## config.mk

```make
export PLATFORM = sky130hd
export DESIGN_NAME = pi_digit_sequencer_flat
export DESIGN_NICKNAME = d
export VERILOG_FILES = /design/src/rtl/pi_digit_sequencer_if.sv /design/src/rtl/pi_digit_sequencer.sv /design/src/flat_wrapper.sv
export SDC_FILE = /design/constraint.sdc
export NUM_CORES = 1
export LEC_CHECK = 0
export ABC_CLOCK_PERIOD_IN_PS = 5050
export BUFFER_PORTS_ARGS = -buffer_cell sky130_fd_sc_hd__buf_2
export CAP_MARGIN = 30
export CORE_MARGIN = 5
export CORE_UTILIZATION = 32
export DETAILED_ROUTE_END_ITERATION = 12
export SLEW_MARGIN = 5
export SYNTH_ARGS = -nofsm -noshare
export SYNTH_HDL_FRONTEND = slang
export SYNTH_SLANG_ARGS = --single-unit
```

## constraint.sdc

```tcl
create_clock -name clk -period 5.05 [get_ports clk]
set_clock_uncertainty 0.05 [all_clocks]
set_input_delay 0 -clock clk [delete_from_list [all_inputs] [get_ports clk]]
set_output_delay 0 -clock clk [all_outputs]
set_load 0.01 [all_outputs]
```

## src/rtl/pi_digit_sequencer_if.sv

```systemverilog
// pi_digit_sequencer_if: pacing, index-load, ROM and display signals of the digit sequencer
// master: the sequencer (drives rom_addr and display status); slave: pins, ROM and decoder side
interface pi_digit_sequencer_if #(
  parameter int ADDR_W = 10,
  parameter int LOAD_W = 5,
  parameter int DIV_W = 4
);
  logic run;
  logic step;
  logic [DIV_W-1:0] rate;
  logic load;
  logic [LOAD_W-1:0] load_data;
  logic [ADDR_W-1:0] rom_addr;
  logic [3:0] rom_data;
  logic [3:0] digit;
  logic digit_valid;
  logic blank;
  logic busy;
  logic wrap;
  modport master(
    input run, step, rate, load, load_data, rom_data,
    output rom_addr, digit, digit_valid, blank, busy, wrap
  );
  modport slave(
    output run, step, rate, load, load_data, rom_data,
    input rom_addr, digit, digit_valid, blank, busy, wrap
  );
endinterface

```

## src/rtl/pi_digit_sequencer.sv

```systemverilog
// pi_digit_sequencer: paces digit-ROM fetches and presents digit/valid/blank to the 7-seg decoder
// clk, reset (sync, active-high); bus.master: run/step/rate pacing, load/load_data index chunks,
// rom_addr/rom_data registered ROM access, digit/digit_valid/blank/busy/wrap display status
module pi_digit_sequencer #(
  parameter int ADDR_W = 10,
  parameter int LOAD_W = 5,
  parameter int DIV_W = 4,
  parameter int GAP_CYCLES = 2
) (
  input logic clk,
  input logic reset,
  pi_digit_sequencer_if.master bus
);
  localparam logic [2:0] IDLE = 3'd0, FETCH = 3'd1, CAPTURE = 3'd2, GAP = 3'd3, SHOW = 3'd4;
  localparam int GW = $clog2(GAP_CYCLES + 1);
  logic [2:0] state;
  logic [ADDR_W-1:0] index;
  logic [3:0] digit;
  logic digit_valid, blank, wrap, step_q;
  logic [DIV_W-1:0] cnt;
  logic [GW-1:0] gap_cnt;
  logic pacing, trigger, rep;
  always_comb begin
    pacing = state == IDLE || state == SHOW;
    trigger = (bus.step && !step_q) || (pacing && bus.run && cnt == bus.rate);
    rep = digit_valid && bus.rom_data == digit;
  end
  always_ff @(posedge clk)
    if (reset) begin
      state <= IDLE;
      index <= '0;
      digit <= '0;
      digit_valid <= 1'b0;
      blank <= 1'b1;
      wrap <= 1'b0;
      step_q <= 1'b0;
      cnt <= '0;
      gap_cnt <= '0;
    end else begin
      step_q <= bus.step;
      wrap <= 1'b0;
      cnt <= (pacing && bus.run && cnt != bus.rate) ? cnt + 1'b1 : '0;
      if (bus.load) begin
        // chunks shift in from the top, so the first of two loads ends up in the low bits
        index <= {bus.load_data, index[ADDR_W-1:LOAD_W]};
        state <= IDLE;
        digit <= '0;
        digit_valid <= 1'b0;
        blank <= 1'b1;
        cnt <= '0;
      end else
        case (state)
          IDLE, SHOW: state <= trigger ? FETCH : state;
          FETCH: state <= CAPTURE;
          CAPTURE: begin
            digit <= bus.rom_data;
            digit_valid <= 1'b1;
            index <= index + 1'b1;
            wrap <= &index;
            // a repeated digit blanks first so the decoder shows a visible gap
            state <= rep ? GAP : SHOW;
            blank <= rep;
            gap_cnt <= GW'(GAP_CYCLES - 1);
          end
          GAP: begin
            gap_cnt <= gap_cnt - 1'b1;
            state <= gap_cnt == '0 ? SHOW : GAP;
            blank <= gap_cnt != '0;
          end
          default: state <= IDLE;
        endcase
    end
  assign bus.rom_addr = index;
  assign bus.digit = digit;
  assign bus.digit_valid = digit_valid;
  assign bus.blank = blank;
  assign bus.wrap = wrap;
  assign bus.busy = state == FETCH || state == CAPTURE || state == GAP;
endmodule

```

## src/flat_wrapper.sv

```systemverilog
// flat-port wrapper written by rule: the top's interface ports become plain ports
module pi_digit_sequencer_flat 
#(
  parameter int ADDR_W = 10,
  parameter int LOAD_W = 5,
  parameter int DIV_W = 4,
  parameter int GAP_CYCLES = 2
)
  (clk, reset, bus_run, bus_step, bus_rate, bus_load, bus_load_data, bus_rom_data, bus_rom_addr, bus_digit, bus_digit_valid, bus_blank, bus_busy, bus_wrap);
  pi_digit_sequencer_if #(.ADDR_W(ADDR_W), .LOAD_W(LOAD_W), .DIV_W(DIV_W)) bus_i ();
  input logic clk;
  input logic reset;
  input wire logic [$bits(bus_i.run)-1:0] bus_run;
  input wire logic [$bits(bus_i.step)-1:0] bus_step;
  input wire logic [$bits(bus_i.rate)-1:0] bus_rate;
  input wire logic [$bits(bus_i.load)-1:0] bus_load;
  input wire logic [$bits(bus_i.load_data)-1:0] bus_load_data;
  input wire logic [$bits(bus_i.rom_data)-1:0] bus_rom_data;
  output wire logic [$bits(bus_i.rom_addr)-1:0] bus_rom_addr;
  output wire logic [$bits(bus_i.digit)-1:0] bus_digit;
  output wire logic [$bits(bus_i.digit_valid)-1:0] bus_digit_valid;
  output wire logic [$bits(bus_i.blank)-1:0] bus_blank;
  output wire logic [$bits(bus_i.busy)-1:0] bus_busy;
  output wire logic [$bits(bus_i.wrap)-1:0] bus_wrap;
  assign bus_i.run = bus_run;
  assign bus_i.step = bus_step;
  assign bus_i.rate = bus_rate;
  assign bus_i.load = bus_load;
  assign bus_i.load_data = bus_load_data;
  assign bus_i.rom_data = bus_rom_data;
  assign bus_rom_addr = bus_i.rom_addr;
  assign bus_digit = bus_i.digit;
  assign bus_digit_valid = bus_i.digit_valid;
  assign bus_blank = bus_i.blank;
  assign bus_busy = bus_i.busy;
  assign bus_wrap = bus_i.wrap;
  pi_digit_sequencer #(.ADDR_W(ADDR_W), .LOAD_W(LOAD_W), .DIV_W(DIV_W), .GAP_CYCLES(GAP_CYCLES)) u_core (.clk(clk), .reset(reset), .bus(bus_i));
endmodule
```

==> flow_summary_export.csv, run 1 <==
group,metric,value,unit
global_route,grt_pass1_wl,4.94,mm
hold_path,worst_hold_path_type,"in2reg",
clock_tree,cts_tree,"built",
placed_design,placed_area,1500,um2
floorplan,num_rows,23,
global_route,grtUsageMet2,18.6,%
drt,wl_per_cell,11.9,um
sta,finalSetupViolCount,0,
sta,finalHoldViolCount,0,
drt,drcViolationCount,0,
power,ir_worst_vdd,0.175,mV
power,total_power,0.000399,W
final_layout,final_cell_mix,"35 x buf_2, 27 x nor2_1, 27 x dfxtp_1, 11 x xor2_1, 11 x dlygate4sd3_1",
placed_design,hpwl,2.14,mm
synthesis,synth_warnings,0,
drt,via_per_inst,4.75,
final_layout,num_antenna_cells,0,
critical_path,critPathLaunchType,"flip-flop",
sta,fin_crit,1.84,ns
synthesis,syn_nets,168,
critical_path,worstSetupPathType,"reg2reg",
synthesis,netlist_area,1290,um2
outcome,outcome,"finished, final reports clean",
global_route,grt_pass1_vias,1087,
synthesis,synth_edf_count,0,
clock_tree,htree_levels,1,
clock_tree,cts_setup_buffers,0,
sta,worst_pin_slew,0.622,ns
clock_tree,cts_buffers,3,
clock_tree,ctsHoldBuffers,11,
drt,vias,1145,
power,power_density,241,nW/um2
final_layout,fillers,398,
critical_path,path_max_fanout,9,
synthesis,synth_ff_type,"dfxtp_1",
clock_tree,clock_sinks,27,
final_layout,fin_area,1650,um2
global_route,grt_max_degree,17,
drt,drt_iter0_drc,37,
global_route,grt_antenna_before_repair,0,
global_route,grt_util_met3,2.87,%
sta,final_max_slew_viol_count,0,
synthesis,synthCells,147,
synthesis,synth-async-reset-ratio,0,%
floorplan,die_h,73.4,um
clock_tree,root_buffer,"clkbuf_8",
sta,fmax,544,MHz
global_route,grt_use_total,11.5,%
final_layout,syn2layout_area_growth,28.5,%
sta,fin_setup_tns,0,ns
global_route,grtUsageMet1,15.4,%
sta,rsz0062_at_grt,"false",
drt,postRouteWirelength,2.88,mm
clock_tree,clk_pin_slew,0.09,ns
synthesis,ys_seq_elements,27,
final_layout,fin_util,41.9,%
critical_path,cp-end-kind,"flip-flop",
power,p_leak,0.706,nW
job,maxCapViolCount,0,
synthesis,ys_seq_area_share,42.0,%
critical_path,crit_required,5.19,ns
clock_tree,post_cts_resize_count,0,
clock_tree,cts_buffer_depth,2,
floorplan,die-area,5390,um2
synthesis,synth_area_per_cell,8.75,um2
placed_design,portBuffers,35,
floorplan,start_util,32.6,%
critical_path,worst-endpoint-arrival,1.98,ns
final_layout,drive_gt1_share,20.4,%
floorplan,fp.coreArea,3940,um2
floorplan,die_w,73.4,um
sta,min_period_over_period,36.4,%
drt,final_antenna_net_count,0,
global_route,grt-ovfl-total,0,
sta,timing.slew.headroom,57.4,%
floorplan,io_pins,36,
final_layout,fin_nets,213,
clock_tree,clk_latency,0.27,ns
placed_design,place.gp.congestion,0.802,
final_layout,final_common_cell,"buf_2",
drt,dr.pass1.iters,4,
global_route,top_usage_layer,"met2",
synthesis,synth_cell_types,30,
routing by layer:
metal	vias up	routed length (um)
li1	595	-
met1	527	1440
met2	21	1290
met3	2	126
met4	0	25
met5	-	0
per-stage QoR:
stage	setup slack [ns]	hold slack, ns	cells
finish	3.21	0.0204	241
global route	3.06	0.0416	241
CTS	3.20	0.0160	241
detailed placement	3.22	0.202	226
global placement	3.26	0.196	226
floorplan	3.34	0.0228	147
power by group:
part | total [W] | internal (W) | switching [W]
Combinational | 0.0000496 | 0.0000254 | 0.0000242
Clock | 0.000121 | 0.0000564 | 0.0000645
Sequential | 0.000229 | 0.000220 | 0.00000902
Total | 0.000399 | 0.000301 | 0.0000977
logic make-up after synthesis:
family,Yosys count,synth area share (%)
xor gates and xnor gates,19,12.9
buffers and inverters,15,4.67
adders and majority gates,3,2.92
and+or+nand+nor,57,21.9
muxes,6,4.67
DFF,27,42.0
AOI/OAI and AO/OA,20,10.9
critical path: stages (launching register included):
cell and delay [ns]:
dfxtp_1 0.44, or3b_1 0.57, nor4_1 0.39, xnor2_1 0.10, a211oi_1 0.21
Yosys cell counts (4+ instances only):
library cell	n	area [um2]
nor3_1	4	20.0
xnor2_1	8	70.1
mux2i_1	6	60.1
dfxtp_1	27	541
xor2_1	11	96.3
nor4_1	5	31.3
a211oi_1	9	67.6
nand3_1	4	20.0
nor2_1	27	101
nand2_1	5	18.8
inv_1	8	30.0
flip-flops by register name, indices dropped and copies added (netlist names):
name and count:
u_core.bus.wrap 1, u_core.step_q 1, u_core.bus.digit_valid 1, u_core.bus.blank 1, u_core.gap_cnt 2, u_core.bus.rom_addr 10, u_core.state 3, u_core.cnt 4
u_core.bus.digit 4
layout make-up:
| cell class | count | area [um2] | share of cell area [%] |
|---|---|---|---|
| well taps | 50 | 62.6 | 3.79 |
| repair buffers | 46 | 285 | 17.3 |
| multi-input cells | 105 | 686 | 41.5 |
| clock buffers | 4 | 45.0 | 2.73 |
| inverters | 9 | 33.8 | 2.04 |
| flip-flops and latches | 27 | 541 | 32.7 |
final timing paths:
check / start / endpoint / slack (ns) / cells past startpoint
max: u_core.state[1] / u_core.bus.rom_addr[7] / 3.21 / 4
min: reset / u_core.step_q / 0.02 / 2
max reg2reg: u_core.state[1] / u_core.bus.rom_addr[7] / 3.21 / 4
min reg2reg: u_core.cnt[0] / u_core.cnt[0] / 0.43 / 1
Note: power is estimated with default switching activity, not from simulation.
==> run 2, diff against run 1 <==
--- a/config.mk
+++ b/config.mk
@@ -5,7 +5,8 @@
 export SDC_FILE = /design/constraint.sdc
 export NUM_CORES = 1
 export LEC_CHECK = 0
-export ABC_CLOCK_PERIOD_IN_PS = 5050
+export ABC_AREA = 1
+export ABC_CLOCK_PERIOD_IN_PS = 1700
 export BUFFER_PORTS_ARGS = -buffer_cell sky130_fd_sc_hd__buf_2
 export CAP_MARGIN = 30
 export CORE_MARGIN = 5
==> constraint.sdc (replaced) <==
create_clock -name clk -period 1.7 [get_ports clk]
set_clock_uncertainty 0.05 [all_clocks]
set_input_delay 0 -clock clk [delete_from_list [all_inputs] [get_ports clk]]
set_output_delay 0 -clock clk [all_outputs]
set_load 0.01 [all_outputs]
==> run 2 against run 1 <==
First-iteration DRC count up 120%; sequential cell count unchanged; non-clock buffer count down 2; register-to-register slack worse by 2.9 ns; hold slack worse by 0.014 ns; count of clock-buffer cells in the layout down 1; highest routed layer unchanged; utilization about the same; routed wire length up 19%.
==> flow_summary_export.csv, run 2 <==
group,metric,value,unit
global_route,top_usage_layer,"met2",
floorplan,die_w,78.1,um
global_route,grt_use_total,11.1,%
synthesis,synth_cell_types,30,
synthesis,ys_seq_elements,27,
drt,vias,1422,
placed_design,place.gp.congestion,0.773,
final_layout,fillers,471,
synthesis,synth-async-reset-ratio,0,%
final_layout,instances_no_fill,314,
global_route,grt_antenna_before_repair,0,
floorplan,io_pins,36,
placed_design,place_inst,301,
synthesis,synth_ff_type,"dfxtp_1",
critical_path,critPathLaunchType,"flip-flop",
critical_path,cp-end-kind,"flip-flop",
clock_tree,post_cts_resize_count,0,
global_route,grt_pass1_vias,1356,
clock_tree,clk_latency,0.28,ns
final_layout,num_antenna_cells,0,
synthesis,yosys.cell_count.top_type,"nand2_1",
drt,drt_iter0_drc,80,
placed_design,hpwl,2.58,mm
placed_design,portBuffers,35,
outcome,outcome,"finished, final reports clean",
sta,fin_ws,0.262,ns
final_layout,fin_nets,284,
global_route,grt_pass1_wl,5.76,mm
sta,finalSetupViolCount,0,
sta,final_max_slew_viol_count,0,
final_layout,largest_register_ffs,10,
global_route,grt_max_degree,17,
critical_path,crit_required,1.83,ns
placed_design,post-place-ws,0.272,ns
synthesis,synth_top_area_cell,"dfxtp_1",
clock_tree,root_buffer,"clkbuf_8",
synthesis,synth_top_area_share,36.5,%
clock_tree,clock_sinks,27,
critical_path,worstSetupPathType,"reg2reg",
job,maxCapViolCount,0,
clock_tree,htree_levels,1,
floorplan,die-area,6090,um2
sta,finalHoldViolCount,0,
power,p_leak,0.870,nW
global_route,grtUsageMet1,13.8,%
final_layout,final_cell_mix,"56 x nand2_1, 35 x buf_2, 32 x inv_1, 27 x dfxtp_1, 23 x nor2_1",
floorplan,die_h,78.1,um
clock_tree,clk_pin_slew,0.10,ns
drt,via_per_inst,4.53,
clock_tree,cts_tree,"built",
floorplan,num_rows,24,
power,ir_worst_vdd,0.415,mV
global_route,grt-ovfl-total,0,
synthesis,netlist_area,1480,um2
hold_path,worst_hold_path_type,"in2reg",
final_layout,drive_gt1_share,22.9,%
final_layout,final_common_cell,"nand2_1",
synthesis,ys_top_cells_by_area,"dfxtp_1 36%, nand2_1 14%, inv_1 8.1%",
drt,wl_per_cell,10.9,um
sta,fmax,695,MHz
synthesis,ys_seq_area_share,36.5,%
global_route,grtUsageMet2,19.1,%
sta,rsz0062_at_grt,"false",
drt,drcViolationCount,0,
synthesis,synth_warnings,0,
synthesis,synthCells,216,
sta,min_period_over_period,84.6,%
drt,dr.pass1.iters,4,
floorplan,start_util,33.6,%
clock_tree,cts_buffers,3,
sta,worst_pin_slew,0.303,ns
synthesis,yosys-top-cells-count,"56 x nand2_1, 32 x inv_1, 27 x dfxtp_1, 23 x nor2_1, 11 x o21ai_1",
critical_path,path_max_fanout,5,
sta,fin_setup_tns,0,ns
drt,postRouteWirelength,3.41,mm
synthesis,syn_nets,237,
critical_path,worst-endpoint-arrival,1.57,ns
synthesis,synth_area_per_cell,6.86,um2
sta,fin_crit,1.44,ns
final_layout,fin_util,42.0,%
drt,final_antenna_net_count,0,
synthesis,synth_edf_count,0,
floorplan,fp.coreArea,4410,um2
clock_tree,cts_buffer_depth,2,
power,power_density,653,nW/um2
sta,timing.slew.headroom,79.7,%
global_route,grt_util_met3,3.32,%
final_layout,syn2layout_area_growth,24.9,%
-- run 2: cell count changes after synthesis, sizes merged, moves of 8 or more --
cell	before	now
nand2	5	59
o21ai	2	17
xor2	11	2
inv	8	35
nand3	4	12
a211oi	9	0
-- run 2: path summary, 6_finish.rpt --
check | from | to | slack [ns] | cells past startpoint
max | u_core.bus.rom_addr[0] | u_core.bus.rom_addr[8] | 0.26 | 8
min reg2reg | u_core.bus.digit[0] | u_core.bus.digit[0] | 0.43 | 2
max reg2reg | u_core.bus.rom_addr[0] | u_core.bus.rom_addr[8] | 0.26 | 8
min | bus_load_data[2] | u_core.bus.rom_addr[7] | 0.007 | 5
-- run 2: repair_timing --
action | 4_1_cts | 5_1_grt
hold endpoints to repair | 9 | 0
buffers inserted | 0 | 0
hold buffers | 9 | 0
-- run 2: critical path, cell delays in order, from the launching register on --
cell	delay (ns)
dfxtp_1	0.41
ha_1	0.20
nand2_2	0.08
nor2_2	0.12
nand3_2	0.12
o21ai_1	0.14
inv_1	0.06
a21oi_2	0.12
nor2_2	0.04
-- run 2: logic make-up (layout without fill, tap and decap cells) --
group	count (synthesis)	in the layout	share of synthesized area, %
buf+inv	38	84	10.0
simple gates	109	109	35.7
compound gates	35	35	12.9
fa+ha+maj	3	3	2.53
flops	27	27	36.5
xor+xnor	4	4	2.36
-- run 2: layout make-up --
type	count	area [um2]	area share (%)
multi-input cells	151	793	42.8
well taps	52	65.1	3.51
flip-flops and latches	27	541	29.2
clock buffers	3	41.3	2.23
clock inverters	1	7.51	0.405
repair buffers	44	265	14.3
inverters	36	139	7.50
-- run 2: where the power goes --
| part | switching [W] | internal [W] |
|---|---|---|
| Sequential | 0.0000168 | 0.000649 |
| Combinational | 0.0000929 | 0.0000698 |
| Clock | 0.000215 | 0.000167 |
| Total | 0.000324 | 0.000885 |
-- run 2: stage by stage --
step	cell area, um2	hold slack [ns]	total power (W)
after floorplan	1480	0.0749	0.000771
after global placement	1710	0.182	0.000827
after detailed placement	1710	0.193	0.000828
after CTS	1850	0.00210	0.00123
after global routing	1850	0.0180	0.00128
final	1850	0.00674	0.00121
-- run 2: routing by layer --
| metal | wire length [um] | up-vias | part of all wire [%] |
|---|---|---|---|
| met5 | 0 | - | 0 |
| met4 | 19 | 0 | 0.56 |
| met3 | 209 | 2 | 6.1 |
| met2 | 1540 | 34 | 45 |
| met1 | 1650 | 610 | 48 |
| li1 | - | 776 | - |
